==> src/rtl/proc_run_controller.sv <==
// Run controller for a processor under test: holds the processor in reset,
// releases it at a chosen PC, and watches for the end PC or a watchdog expiry.
module proc_run_controller #(
  parameter int          RESET_CYCLES = 2,
  parameter logic [15:0] WATCHDOG_MAX = 16'h00FF
) (
  input  logic        CLK,
  input  logic        reset,
  input  logic        start,
  input  logic [63:0] start_pc_in,
  input  logic [63:0] end_pc,
  input  logic [63:0] expected,
  input  logic [63:0] currentpc,
  input  logic [63:0] MemtoRegOut,
  output logic        proc_reset,
  output logic [63:0] startpc,
  output logic        busy,
  output logic        done,
  output logic        pass,
  output logic        timeout,
  output logic [7:0]  run_count,
  output logic [7:0]  pass_count
);

  localparam int HW = (RESET_CYCLES > 1) ? $clog2(RESET_CYCLES) : 1;
  localparam logic [HW-1:0] HOLD_LAST = HW'(RESET_CYCLES - 1);

  typedef enum logic [1:0] {IDLE, HOLD, RUN, DONE} state_t;

  state_t        state;
  logic [HW-1:0] hold_cnt;
  logic [15:0]   watchdog;
  logic [63:0]   end_pc_q;
  logic [63:0]   expected_q;
  logic          end_hit;

  function automatic logic [7:0] sat_inc(input logic [7:0] v, input logic en);
    return (en && (v != 8'hFF)) ? v + 8'd1 : v;
  endfunction

  // Unsigned compare: a PC with bit 63 set is a large address, not a negative one.
  assign end_hit    = (currentpc >= end_pc_q);
  assign proc_reset = reset | (state == HOLD);

  // Run targets are pure data; they are only meaningful once a start captures them.
  always_ff @(posedge CLK) begin
    if (state == IDLE && start) begin
      end_pc_q   <= end_pc;
      expected_q <= expected;
    end
  end

  always_ff @(posedge CLK or posedge reset) begin
    if (reset) begin
      state      <= IDLE;
      startpc    <= '0;
      busy       <= 1'b0;
      done       <= 1'b0;
      pass       <= 1'b0;
      timeout    <= 1'b0;
      run_count  <= '0;
      pass_count <= '0;
      watchdog   <= '0;
      hold_cnt   <= '0;
    end else begin
      case (state)
        IDLE: begin
          if (start) begin
            startpc  <= start_pc_in;
            pass     <= 1'b0;
            timeout  <= 1'b0;
            hold_cnt <= '0;
            busy     <= 1'b1;
            state    <= HOLD;
          end
        end
        HOLD: begin
          if (hold_cnt == HOLD_LAST) begin
            watchdog <= '0;
            state    <= RUN;
          end else begin
            hold_cnt <= hold_cnt + 1'b1;
          end
        end
        RUN: begin
          // End-PC detection wins over the watchdog on the same cycle.
          if (end_hit) begin
            pass    <= (MemtoRegOut == expected_q);
            timeout <= 1'b0;
            done    <= 1'b1;
            state   <= DONE;
          end else if (watchdog == WATCHDOG_MAX) begin
            pass    <= 1'b0;
            timeout <= 1'b1;
            done    <= 1'b1;
            state   <= DONE;
          end else begin
            watchdog <= watchdog + 16'd1;
          end
        end
        DONE: begin
          done       <= 1'b0;
          busy       <= 1'b0;
          run_count  <= sat_inc(run_count, 1'b1);
          pass_count <= sat_inc(pass_count, pass);
          state      <= IDLE;
        end
        default: state <= IDLE;
      endcase
    end
  end

endmodule

==> config.mk <==
export PLATFORM = sky130hd
export DESIGN_NAME = proc_run_controller
export DESIGN_NICKNAME = d
export VERILOG_FILES = /design/src/rtl/proc_run_controller.sv
export SDC_FILE = /design/constraint.sdc
export NUM_CORES = 1
export LEC_CHECK = 0
export ABC_CLOCK_PERIOD_IN_PS = 14300
export CAP_MARGIN = 20
export CORE_ASPECT_RATIO = 1.75
export CORE_MARGIN = 10
export CORE_UTILIZATION = 40
export CTS_BUF_LIST = sky130_fd_sc_hd__clkbuf_2
export DETAILED_ROUTE_END_ITERATION = 6
export PLACE_DENSITY_LB_ADDON = 0.05
export SLEW_MARGIN = 25
export SYNTH_ARGS = -nofsm -noshare
export SYNTH_HDL_FRONTEND = slang
export SYNTH_SLANG_ARGS = --single-unit
==> constraint.sdc <==
create_clock -name CLK -period 14.3 [get_ports CLK]
set_clock_uncertainty 0.05 [all_clocks]
set_input_delay 1.43 -clock CLK [delete_from_list [all_inputs] [get_ports CLK]]
set_output_delay 1.43 -clock CLK [all_outputs]
set_load 0.05 [all_outputs]
# Yosys cells after proc, flatten, opt, wreduce, memory -nomap -nowiden
# Cells that the tools add are included.
totals:
  register_bits: 231
  latch_bits: 0
  mem_bits_rw: 0
  mem_bits_ro: 0
  input_bits: 323
  output_inout_bits: 85
  word_cells: 69
  memories: 0
classes:
  n_addsub: 4
  mul: 0
  div_mod_pow: 0
  magnitude_cmp: 1
  n_eq_ne: 12
  shift: 0
  mux: 22
  n_bitwise: 1
  n_reduce_logical: 17
ops:
  columns: ["cell", "n"]
  rows:
  - ["$eq A64 B64 Y1", 1]
  - ["$ge A64 B64 Y1", 1]
  - ["$mux W16", 3]
  - ["$pmux W16 S2", 1]
  - ["$add A16 B1 Y16 const B", 1]
  - ["$add A8 B1 Y8 const B", 2]
  - ["$eq A16 B8 Y1 const B", 1]
  - ["$ne A8 B8 Y1 const B", 2]
  - ["$reduce_and A2 Y1", 6]
  - ["$pmux W1 S2", 5]
  - ["$reduce_bool A2 Y1", 5]
  - ["$mux W1", 8]
  - ["$mux W2", 4]
  - ["$ne A2 B2 Y1 const B", 4]
  - ["$pmux W2 S4", 1]
  - ["$reduce_and A3 Y1", 2]
  - ["$eq A2 B2 Y1 const B", 2]
  - ["$reduce_and A4 Y1", 1]
  - ["$ne A3 B3 Y1 const B", 1]
  - ["$eq A2 B1 Y1 const B", 1]
  - ["$logic_and A1 B1 Y1", 2]
  - ["$logic_not A2 Y1", 1]
  - ["$add A1 B1 Y1 const B", 1]
  - ["$or A1 B1 Y1", 1]

# Logic depth before layout (Yosys ltp)
# Gate-level depths: netlist of the first run.
depth:
  depth_word: 4
  mapped_depth: 12
  depth_no_buf: 10

# Least setup slack after synthesis of the first run
# Ideal clock, no wire load.
synth_timing:
  path_type: "input port to flip-flop"
  startpoint: "input port start"
  endpoint: "register startpc[0]"
  setup_time_ns: 0.084
  t_arrival_ns: 6.284
  required_time_ns: 14.166
  slack_ns: 7.882
  cell_stages: 4
  n_path_buf: 2
  path_cell_list: "and2_1 > clkbuf_1 > clkbuf_1 > mux2_2"
synth_via:
  elab_chain_len: 1
synth_rtl:
  columns: ["element", "line", "text"]
  rows:
  - ["start, declared", "9", "input logic start,"]
  - ["$reduce_and A2 Y1 (no source line)", null, null]
  - ["end signal, assigned", "69", "startpc <= start_pc_in;"]
  - ["end, declared", "16", "output logic [63:0] startpc,"]
# No other way between the ends.
# A chain may end at the register's enable or synchronous reset.

# Worst setup path after layout of the first run
layout_timing:
  startpoint: "input port reset"
  endpoint: "output port proc_reset"
layout_via:
  elab_chain_len: 1
layout_rtl:
  columns: ["element", "line", "text"]
  rows:
  - ["start, declared", "8", "input logic reset,"]
  - ["$or A1 B1 Y1", "43", "assign proc_reset = reset | (state == HOLD);"]
  - ["end, declared", "15", "output logic proc_reset,"]
# No other way between the ends.

==> results of run 1 <==
-- through the flow --
step                      area, um2  power, mW
after floorplan               10700       1.78
after global placement        15100       2.19
after detailed placement      15100       2.21
after CTS                     15600       2.64
after global routing          15600       2.76
final                         15600       2.60
-- sequential cells by signal, indices dropped and copies added (netlist names) --
| signal | cells |
|---|---|
| timeout | 1 |
| pass_count | 8 |
| expected_q | 64 |
| hold_cnt | 1 |
| end_pc_q | 64 |
| state | 2 |
| startpc | 64 |
| done | 1 |
| busy | 1 |
| run_count | 8 |
| watchdog | 16 |
| pass | 1 |
-- cells by family after synthesis --
| logic type | Yosys count |
|---|---|
| AOI/OAI and AO/OA | 92 |
| DFF | 231 |
| xor gates and xnor gates | 78 |
| adders and majority gates | 71 |
| and+or+nand+nor | 170 |
| buffers and inverters | 93 |
| muxes | 71 |
-- cell usage after synthesis, types with 3 or more instances --
cell type,n
a211oi_1,3
a21o_1,13
a21oi_1,31
a221o_1,4
a22oi_1,4
a31oi_1,4
a41o_1,4
and2_1,3
and3_1,14
clkbuf_1,14
dfrtp_1,103
edfxtp_1,128
ha_1,71
inv_1,76
mux2_2,66
mux2i_1,4
nand2_1,45
nand3_1,19
nand4_1,26
nor2_1,23
nor2b_1,3
nor3_1,5
nor4_1,21
o21ai_0,12
xnor2_1,27
xor2_1,51
-- cell usage in the layout, fill, tap and decap left out, drive strengths merged, types with 31 or more instances in the layout --
| cell type | Yosys | layout |
|---|---|---|
| mux2 | 67 | 67 |
| ha | 71 | 71 |
| edfxtp | 128 | 128 |
| nand2 | 45 | 45 |
| xor2 | 51 | 51 |
| clkdlybuf4s50 | 0 | 407 |
| clkbuf | 14 | 86 |
| dfrtp | 103 | 103 |
| inv | 76 | 77 |
| a21oi | 31 | 31 |
-- worst max-delay path, delay by kind of cell --
family                 cells  cell delay (ns)
and+or+nand+nor            1             0.29
buffers and inverters      2             1.15
-- power breakdown --
group / switching (mW) / total, mW / leakage, nW / internal, mW
sequential: 0.106 / 1.02 / 2.46 / 0.916
clock: 0.257 / 0.415 / 0.383 / 0.157
combinational: 0.705 / 1.16 / 3.62 / 0.454
-- metal layers --
metal	up-vias	GRT usage, %
li1	3872	-
met1	3740	16.3
met5	-	0
met4	0	7.58
met3	57	7.99
met2	280	34.0
-- layout make-up --
type	count	share of cell area, %
inverter	76	1.84
multi-input combinational	482	24.9
clock buffer	86	2.76
sequential	231	41.1
clock inverter	12	0.304
antenna	8	0.128
timing repair buffer	412	26.4
tap	324	2.60
-- worst max-delay path by stage --
stage | from | endpoint | slack, ns | cells after the start
2_1_floorplan | start | startpc[0] | 7.88 | 4
3_3_place_gp | currentpc[19] | state[1] | 9.19 | 10
3_5_place_dp | currentpc[45] | state[1] | 9.12 | 10
4_1_cts | reset | proc_reset | 9.94 | 3
5_1_grt | reset | proc_reset | 9.90 | 3
6_report | reset | proc_reset | 9.94 | 3
==> results.md, run 1 <==
- Worst-path fanout max: 2
- Worst setup EP type: primary output
- #FFs+latches synth: approximately 230
- Vias/cell: roughly 4.9
- Origin of the worst min-delay path: pass_count[4]
- Top routing layer used: met4
- Synth warnings: 0
- Hold endpoint: pass_count[4]
- Wire per inst: approximately 19 um
- Port Buffers: approximately 410
- First-pass GRT wire length: between 40,000 and 50,000 um
- Syn Area/Cell: between 10 and 15 um2
- FFs w/ async S/R, synth: ~45%
- GPL Wtd Cong: 0.805
- Area grow syn2layout: 46.3%
- Worst r2r dst: state[1]
- Synthesized instance count: around 810
- CP peak stage delay: around 0.70 ns
- Number of gates resized after cts: 0
- Setup Buffers After CTS: 0
- Latest clock arrival within the worst-skew pair: 0.84 ns
- Fin util: between 50 and 60%
- Num CTS Buffers: 54
- Slowest stage cell, crit path: clkdlybuf4s50_1
- Pin count of the biggest net entering global routing: approximately 70
- Critical path class: in -> out
- Share of cells above drive strength 1: about an eighth
- Crit-path most repeated cell: clkdlybuf4s50_1
- TritonCTS clock tree: yes
- Die X: ~140 um
- Final Net Count: roughly 1,700
- Adder-cell share of the synthesized area: ~8.3%
- Max rail drop VDD: around 150 uV
- Power Density: approximately 170 nW/um2
- Root Driver: clkbuf_2
- RSZ-0062 raised after global routing: no
- Max frequency: 0.230 GHz
- Main synth FF type: edfxtp_1
- Final worst slack: between 9 and 10 ns
- Synth top area cells: edfxtp_1, dfrtp_1, ha_1
- Pre-antenna DRT Iters: 4
- FF/Latch Area: about 6400 um2
- Via Count: slightly below 8,000
- Nature of the critical path startpoint: input pin
- Area share of xor/xnor cells in the synthesized design: under 10%
- Initial antenna violation count: 8
- Min Clock Period, post-route: 4.36 ns
- Final period util: just over 30%
- # hold bufs at CTS: 0
- Yosys top cell area share: 36.0%
- Die area: 33,900 um2
- Vias in the first global route: approximately 8,600
- Max clock buf depth: 3
- Hold WS: ~0.45 ns
- Setup TNS: 0 ns
- Synth Area in Compound Gates: 5.82%
- Cell Rows: 79
- R2R setup slack: around 11 ns
- Hold Path Class: reg -> reg
- Max-slew violations: 0
- Area occupied by multi-input gates: 3880 um2
- Die Height: ~240 um
- Hold Fails Final Rpt: 0
- Hold Path Depth: 1
- WP data required: approximately 13 ns
- Routed met2 length: between 15,000 and 20,000 um
- Cell count after placement: around 1,500
- # setup viols final: 0
- Initial DRC count: around 300
- CTS Sinks: roughly 230
- CTS H-Tree Depth: 2
- Synth area leader: edfxtp_1
- Length of routed wiring on met1: a little under 10,000 um
- Syn Std Cell Area: roughly 11,000 um2
- Gr ovfl total: 0
- Run status: completed
- Cells along the critical path: clkdlybuf4s50_1 -> or2_2 -> clkdlybuf4s50_1
- Seq/Total Area, Yosys: 60.2%
- Met3 WL: around 3100 um
- Detailed Place HPWL: about 25,000 um
- WL final: just over 30,000 um
- Slew HR: around 32%
- Simple-gate area share of the yosys netlist: 8.39%
- R2R depth: 10
- Worst R2R Start: end_pc_q[45]
- Synth Net Count: 1,200
- Layout Cells excl Fill: around 1,600
- Core Footprint: 26,500 um2
- Slew at the pin closest to its max-slew limit: 1.02 ns
- Clock slew at reported path FFs: 0.11 ns
- I/O Pins: approximately 410
- Total GRT Usage: between 15 and 20%
- Unique masters post-synth: 52
- Fillcell total: 2,279
- Max-cap violations: 0
- Largest family of logic cells by synthesized area: simple AND/OR/NAND/NOR gates
- Starting Density: 40.3%
- Routed Antenna Nets: 0
- Post-synth EDFFs: about 130
- Mux cell area share after synthesis: 7.45%
- DRC: 0
- DP Worst Slack: just over 9 ns
- Crit path DAT: about 2.9 ns
- Leakage: approximately 6.5 nW
(Power assumes the default switching activity.)
==> inputs of run 2 (changes only) <==
Settings changed: ABC_CLOCK_PERIOD_IN_PS 14300 to 3600.
Clock period 14.3 ns to 3.6 ns, I/O delays scaled along.
==> run 2 against run 1 <==
Register-to-register slack worse by 10 ns. Critical endpoint is now watchdog[0]. Cell count rose by 13%. Clock power increased to 4.3 times the previous value. Sequential share of layout area decreased by 4.7 points. Design area rose by 13%. Power grew to 4.1 times the previous value. Sequential cell count is the same. Utilization up 7.7 points. Largest power group unchanged. Via count grew 10%. Critical path depth rose by 8.
==> results.md, run 2 (same netlist as run 1, synthesis figures left out) <==
- Commonest non-fill, non-tap cell in the layout: clkdlybuf4s50_1
- Fillcell total: roughly 2,000
- Pin count of the biggest net entering global routing: roughly 190
- Total GRT Usage: roughly a fifth
- Number of gates resized after cts: 0
- Setup Buffers After CTS: 0
- CTS Sinks: 231
- WL final: around 35,000 um
- Critical path class: reg -> reg
- Max frequency: 0.315 GHz
- Pre-antenna DRT Iters: 4
- Power Density: 607 nW/um2
- Run status: completed
- Starting Density: about two fifths
- Crit path DAT: roughly 3.9 ns
- Die Height: 236 um
- Max rail drop VDD: 693 uV
- Hold Path Class: in -> reg
- Worst R2R Start: end_pc_q[30]
- Initial DRC count: ~290
- Final worst slack: about 0.42 ns
- Vias in the first global route: approximately 10,000
- Slew HR: roughly 46%
- Hold WS: between 0.1 and 0.15 ns
- Die area: ~34,000 um2
- Hold Fails Final Rpt: 0
- # hold bufs at CTS: about 190
- Hold endpoint: startpc[7]
- DP Worst Slack: -0.0649 ns
- TritonCTS clock tree: yes
- Latest clock arrival within the worst-skew pair: 0.89 ns
- Die X: about 140 um
- Commonest cells after routing, fill and taps aside: clkdlybuf4s50_1, dlygate4sd3_1, edfxtp_1
- Num CTS Buffers: between 50 and 60
- R2R depth: 11
- Final Net Count: roughly 1,800
- Area grow syn2layout: 65.4%
- Clock slew at reported path FFs: around 0.12 ns
- Pwr Total: between 10 and 15 mW
- WP data required: between 4 and 5 ns
- Routed Antenna Nets: 0
- I/O Pins: slightly above 400
- Setup TNS: 0 ns
- Worst r2r dst: watchdog[0]
- First-pass GRT wire length: approximately 54,000 um
- DRC: 0
- Share of cells above drive strength 1: a little under an eighth
- Min Clock Period, post-route: ~3.2 ns
- RSZ-0062 raised after global routing: no
- R2R setup slack: 0.42 ns
- Cell Rows: 79
- Max-cap violations: 0
- Port Buffers: between 400 and 500
- Gr ovfl total: 0
- Initial antenna violation count: 16
- Worst setup EP type: register
- Max clock buf depth: 3
- Core Footprint: ~26,000 um2
- Nature of the critical path startpoint: register
- Hold Path Depth: 2
- GPL Wtd Cong: ~0.8
- Via Count: roughly 8,800
- Worst-path fanout max: 16
- Root Driver: clkbuf_2
- Wire per inst: 18.9 um
- Top Registers: end_pc_q x64, expected_q x64, startpc x64
- Final period util: between 80% and 90%
- Vias/cell: 4.78
- # setup viols final: 0
- Detailed Place HPWL: roughly 25,000 um
- Slew at the pin closest to its max-slew limit: 0.809 ns
- Max-slew violations: 0
- CTS H-Tree Depth: 2
- Origin of the worst min-delay path: start_pc_in[7]
- Leakage: 7.31 nW
-- run 2: layer usage --
metal	GRT usage, %	share of wire [%]	vias up
li1	-	-	4264
met1	18.8	32	4136
met2	38.0	56	307
met3	8.25	8.9	68
met4	9.51	3.0	4
met5	0	0.066	-
-- run 2: final cells by class --
class | instances | area (um2) | share of cell area, %
diodes | 15 | 37.5 | 0.213
clock buffers | 86 | 430 | 2.44
clock inverters | 14 | 80.1 | 0.454
inverters | 76 | 288 | 1.63
multi-input cells | 482 | 3880 | 22.0
flip-flops and latches | 231 | 6420 | 36.4
well taps | 324 | 405 | 2.30
repair buffers | 607 | 6100 | 34.6
-- run 2: worst max path at each step --
| stage | startpoint | to | cells after the start |
|---|---|---|---|
| 2_1_floorplan | state[0] | startpc[0] | 6 |
| 3_3_place_gp | currentpc[19] | state[0] | 11 |
| 3_5_place_dp | currentpc[30] | watchdog[0] | 11 |
| 4_1_cts | end_pc_q[30] | watchdog[0] | 11 |
| 5_1_grt | end_pc_q[17] | watchdog[0] | 11 |
| 6_report | end_pc_q[30] | watchdog[0] | 11 |
-- run 2: power by group --
part | leakage (nW) | total [mW] | switching [mW] | internal [mW]
Combinational | 4.45 | 4.85 | 2.88 | 1.98
Clock | 0.400 | 1.78 | 1.08 | 0.702
Sequential | 2.46 | 4.07 | 0.435 | 3.64
-- run 2: through the flow --
stage | cells | area [um2] | utilization [%]
after floorplan | 806 | 10700 | -
after global placement | 1527 | 15200 | 57.2
after detailed placement | 1527 | 15200 | 57.2
after CTS | 1819 | 17600 | 66.4
after global routing | 1835 | 17600 | 66.6
final | 1835 | 17600 | 66.6
-- run 2: worst max-delay path, cell delays in order (launching register included) --
cell      delay (ns)
edfxtp_1        0.37
inv_1           0.07
ha_1            0.25
a21oi_1         0.16
nand2_1         0.08
a22o_1          0.22
o41ai_1         0.51
a31oi_1         0.36
nor3_4          0.43
buf_4           0.29
mux2i_1         0.21
o21ai_1         0.07
==> inputs of run 3 (changes only) <==
Settings changed: PLACE_DENSITY set to 0.83, PLACE_DENSITY_LB_ADDON 0.05 to not set, SLEW_MARGIN 25 to 15.
==> run 3 against run 2 <==
Clock power barely moved. Combinational power up 1%. Global-route usage increased by 2.5 points. Worst setup slack lost 0.0052 ns. Critical endpoint is now watchdog[9]. Critical path type unchanged. Highest routed layer is now met4. Largest power group unchanged. Sequential power up 1%.
==> results.md, run 3 (same netlist as run 1, synthesis figures left out) <==
- # hold bufs at CTS: about 180
- Share of cells above drive strength 1: a little under an eighth
- Max clock buf depth: 3
- Vias in the first global route: approximately 10,000
- First-pass GRT wire length: 59,600 um
- Max frequency: about 0.31 GHz
- Initial DRC count: 384
- Slew HR: approximately 15%
- Number of gates resized after cts: 0
- Setup TNS: 0 ns
- CP peak stage delay: ~0.45 ns
- WL final: between 30,000 and 40,000 um
- Max rail drop VDD: just over 800 uV
- Core Footprint: 26,500 um2
- Worst setup EP type: register
- Leakage: 7.24 nW
- Critical path class: reg -> reg
- Num CTS Buffers: 56
- Commonest cells after routing, fill and taps aside: clkdlybuf4s50_1, dlygate4sd3_1, edfxtp_1
- Slowest stage cell, crit path: o41ai_1
- Wire per inst: approximately 22 um
- Max-slew violations: 0
- Die Height: about 240 um
- Hold Path Class: in -> reg
- Setup Buffers After CTS: 0
- Clock slew at reported path FFs: 0.11 ns
- Initial antenna violation count: 4
- Power Density: around 600 nW/um2
- Pin count of the biggest net entering global routing: 193
- Latest clock arrival within the worst-skew pair: approximately 0.90 ns
- Die X: 143 um
- Crit path DAT: roughly 3.9 ns
- Hold WS: between 0.1 and 0.15 ns
- Hold Fails Final Rpt: 0
- Nature of the critical path startpoint: register
- Detailed Place HPWL: 26,100 um
- Fillcell total: ~1,800
- DRC: 0
- Area grow syn2layout: 63.6%
- Cells along the critical path: inv_1 -> ha_1 -> a21oi_1 -> o21ai_0 -> a22o_1 -> o41ai_1 -> a31oi_1 -> nor3_4 -> buf_4 -> nand3_1 -> o311ai_2
- Cell Rows: 79
- Port Buffers: 407
- # setup viols final: 0
- Root Driver: clkbuf_2
- Final Net Count: 1,835
- Worst-path fanout max: 20
- GPL Wtd Cong: 0.872
- Critical path buffers and inverters: 2
- WP data required: 4.31 ns
- Die area: around 34,000 um2
- CTS H-Tree Depth: 2
- CP top delay family: compound AO/OA/AOI/OAI gates
- Routed Antenna Nets: 0
- Starting Density: between 40% and 50%
- Commonest non-fill, non-tap cell in the layout: clkdlybuf4s50_1
- Via Count: between 9,000 and 10,000
- Final period util: between 80 and 90%
- Pre-antenna DRT Iters: 5
- CTS Sinks: about 230
- TritonCTS clock tree: yes
- Top Registers: end_pc_q x64, expected_q x64, startpc x64
- Run status: completed
- Slew at the pin closest to its max-slew limit: between 1 and 1.5 ns
- I/O Pins: just over 400
- Max-cap violations: 0
- Total GRT Usage: 23.0%
- Min Clock Period, post-route: about 3.2 ns
- Vias/cell: between 4 and 5
- RSZ-0062 raised after global routing: no
- Gr ovfl total: 0
-- run 3: changes by cell type in the layout (fill, tap and decap cells not counted), sizes merged --
cell         delta
inv             -2
diode           -9
bufinv          -1
clkbuf          -2
clkinv          +7
buf             +1
dlygate4sd3    -14
-- run 3: worst paths after layout --
path,startpoint,to,slack (ns),cells past startpoint
max reg2reg,end_pc_q[19],watchdog[9],0.42,11
min in group asynchronous,reset,watchdog[6],0.47,3
max,end_pc_q[19],watchdog[9],0.42,11
min reg2reg,run_count[4],run_count[4],0.46,1
min,start_pc_in[27],startpc[27],0.10,2
max in group asynchronous,reset,startpc[21],2.25,4
-- run 3: metrics by stage --
stage | power, mW | setup WS (ns) | area (um2) | cells | utilization [%]
finish | 10.8 | 0.416 | 17500 | 1815 | 65.9
global route | 11.3 | 0.188 | 17500 | 1813 | 65.9
CTS | 10.7 | 0.331 | 17400 | 1809 | 65.8
detailed placement | 8.82 | -0.0764 | 15200 | 1529 | 57.3
global placement | 8.69 | 0.0155 | 15200 | 1529 | 57.3
floorplan | 7.05 | 0.0658 | 10700 | 806 | -
-- run 3: area by class of cell --
cell class	instances	area, um2	area share (%)
inverters	76	288	1.65
diodes	6	15.0	0.0860
well taps	324	405	2.32
multi-input cells	482	3880	22.3
repair buffers	594	5950	34.1
clock inverters	18	72.6	0.416
flip-flops and latches	231	6420	36.8
clock buffers	84	420	2.41
-- run 3: routing by layer --
layer / track usage (%) / part of all wire [%] / routed length, um / vias up
met2: 43.1 / 55 / 21600 / 355
met1: 21.1 / 32 / 12500 / 4357
li1: - / - / - / 4228
met5: 0 / 0 / 0 / -
met3: 7.12 / 7.5 / 2920 / 125
met4: 12.6 / 5.2 / 2020 / 0
-- run 3: power by group --
group | internal, mW | leakage (nW) | switching, mW
registers | 3.65 | 2.46 | 0.479
clock network | 0.622 | 0.387 | 1.12
logic | 1.96 | 4.39 | 2.95
total | 6.23 | 7.24 | 4.55
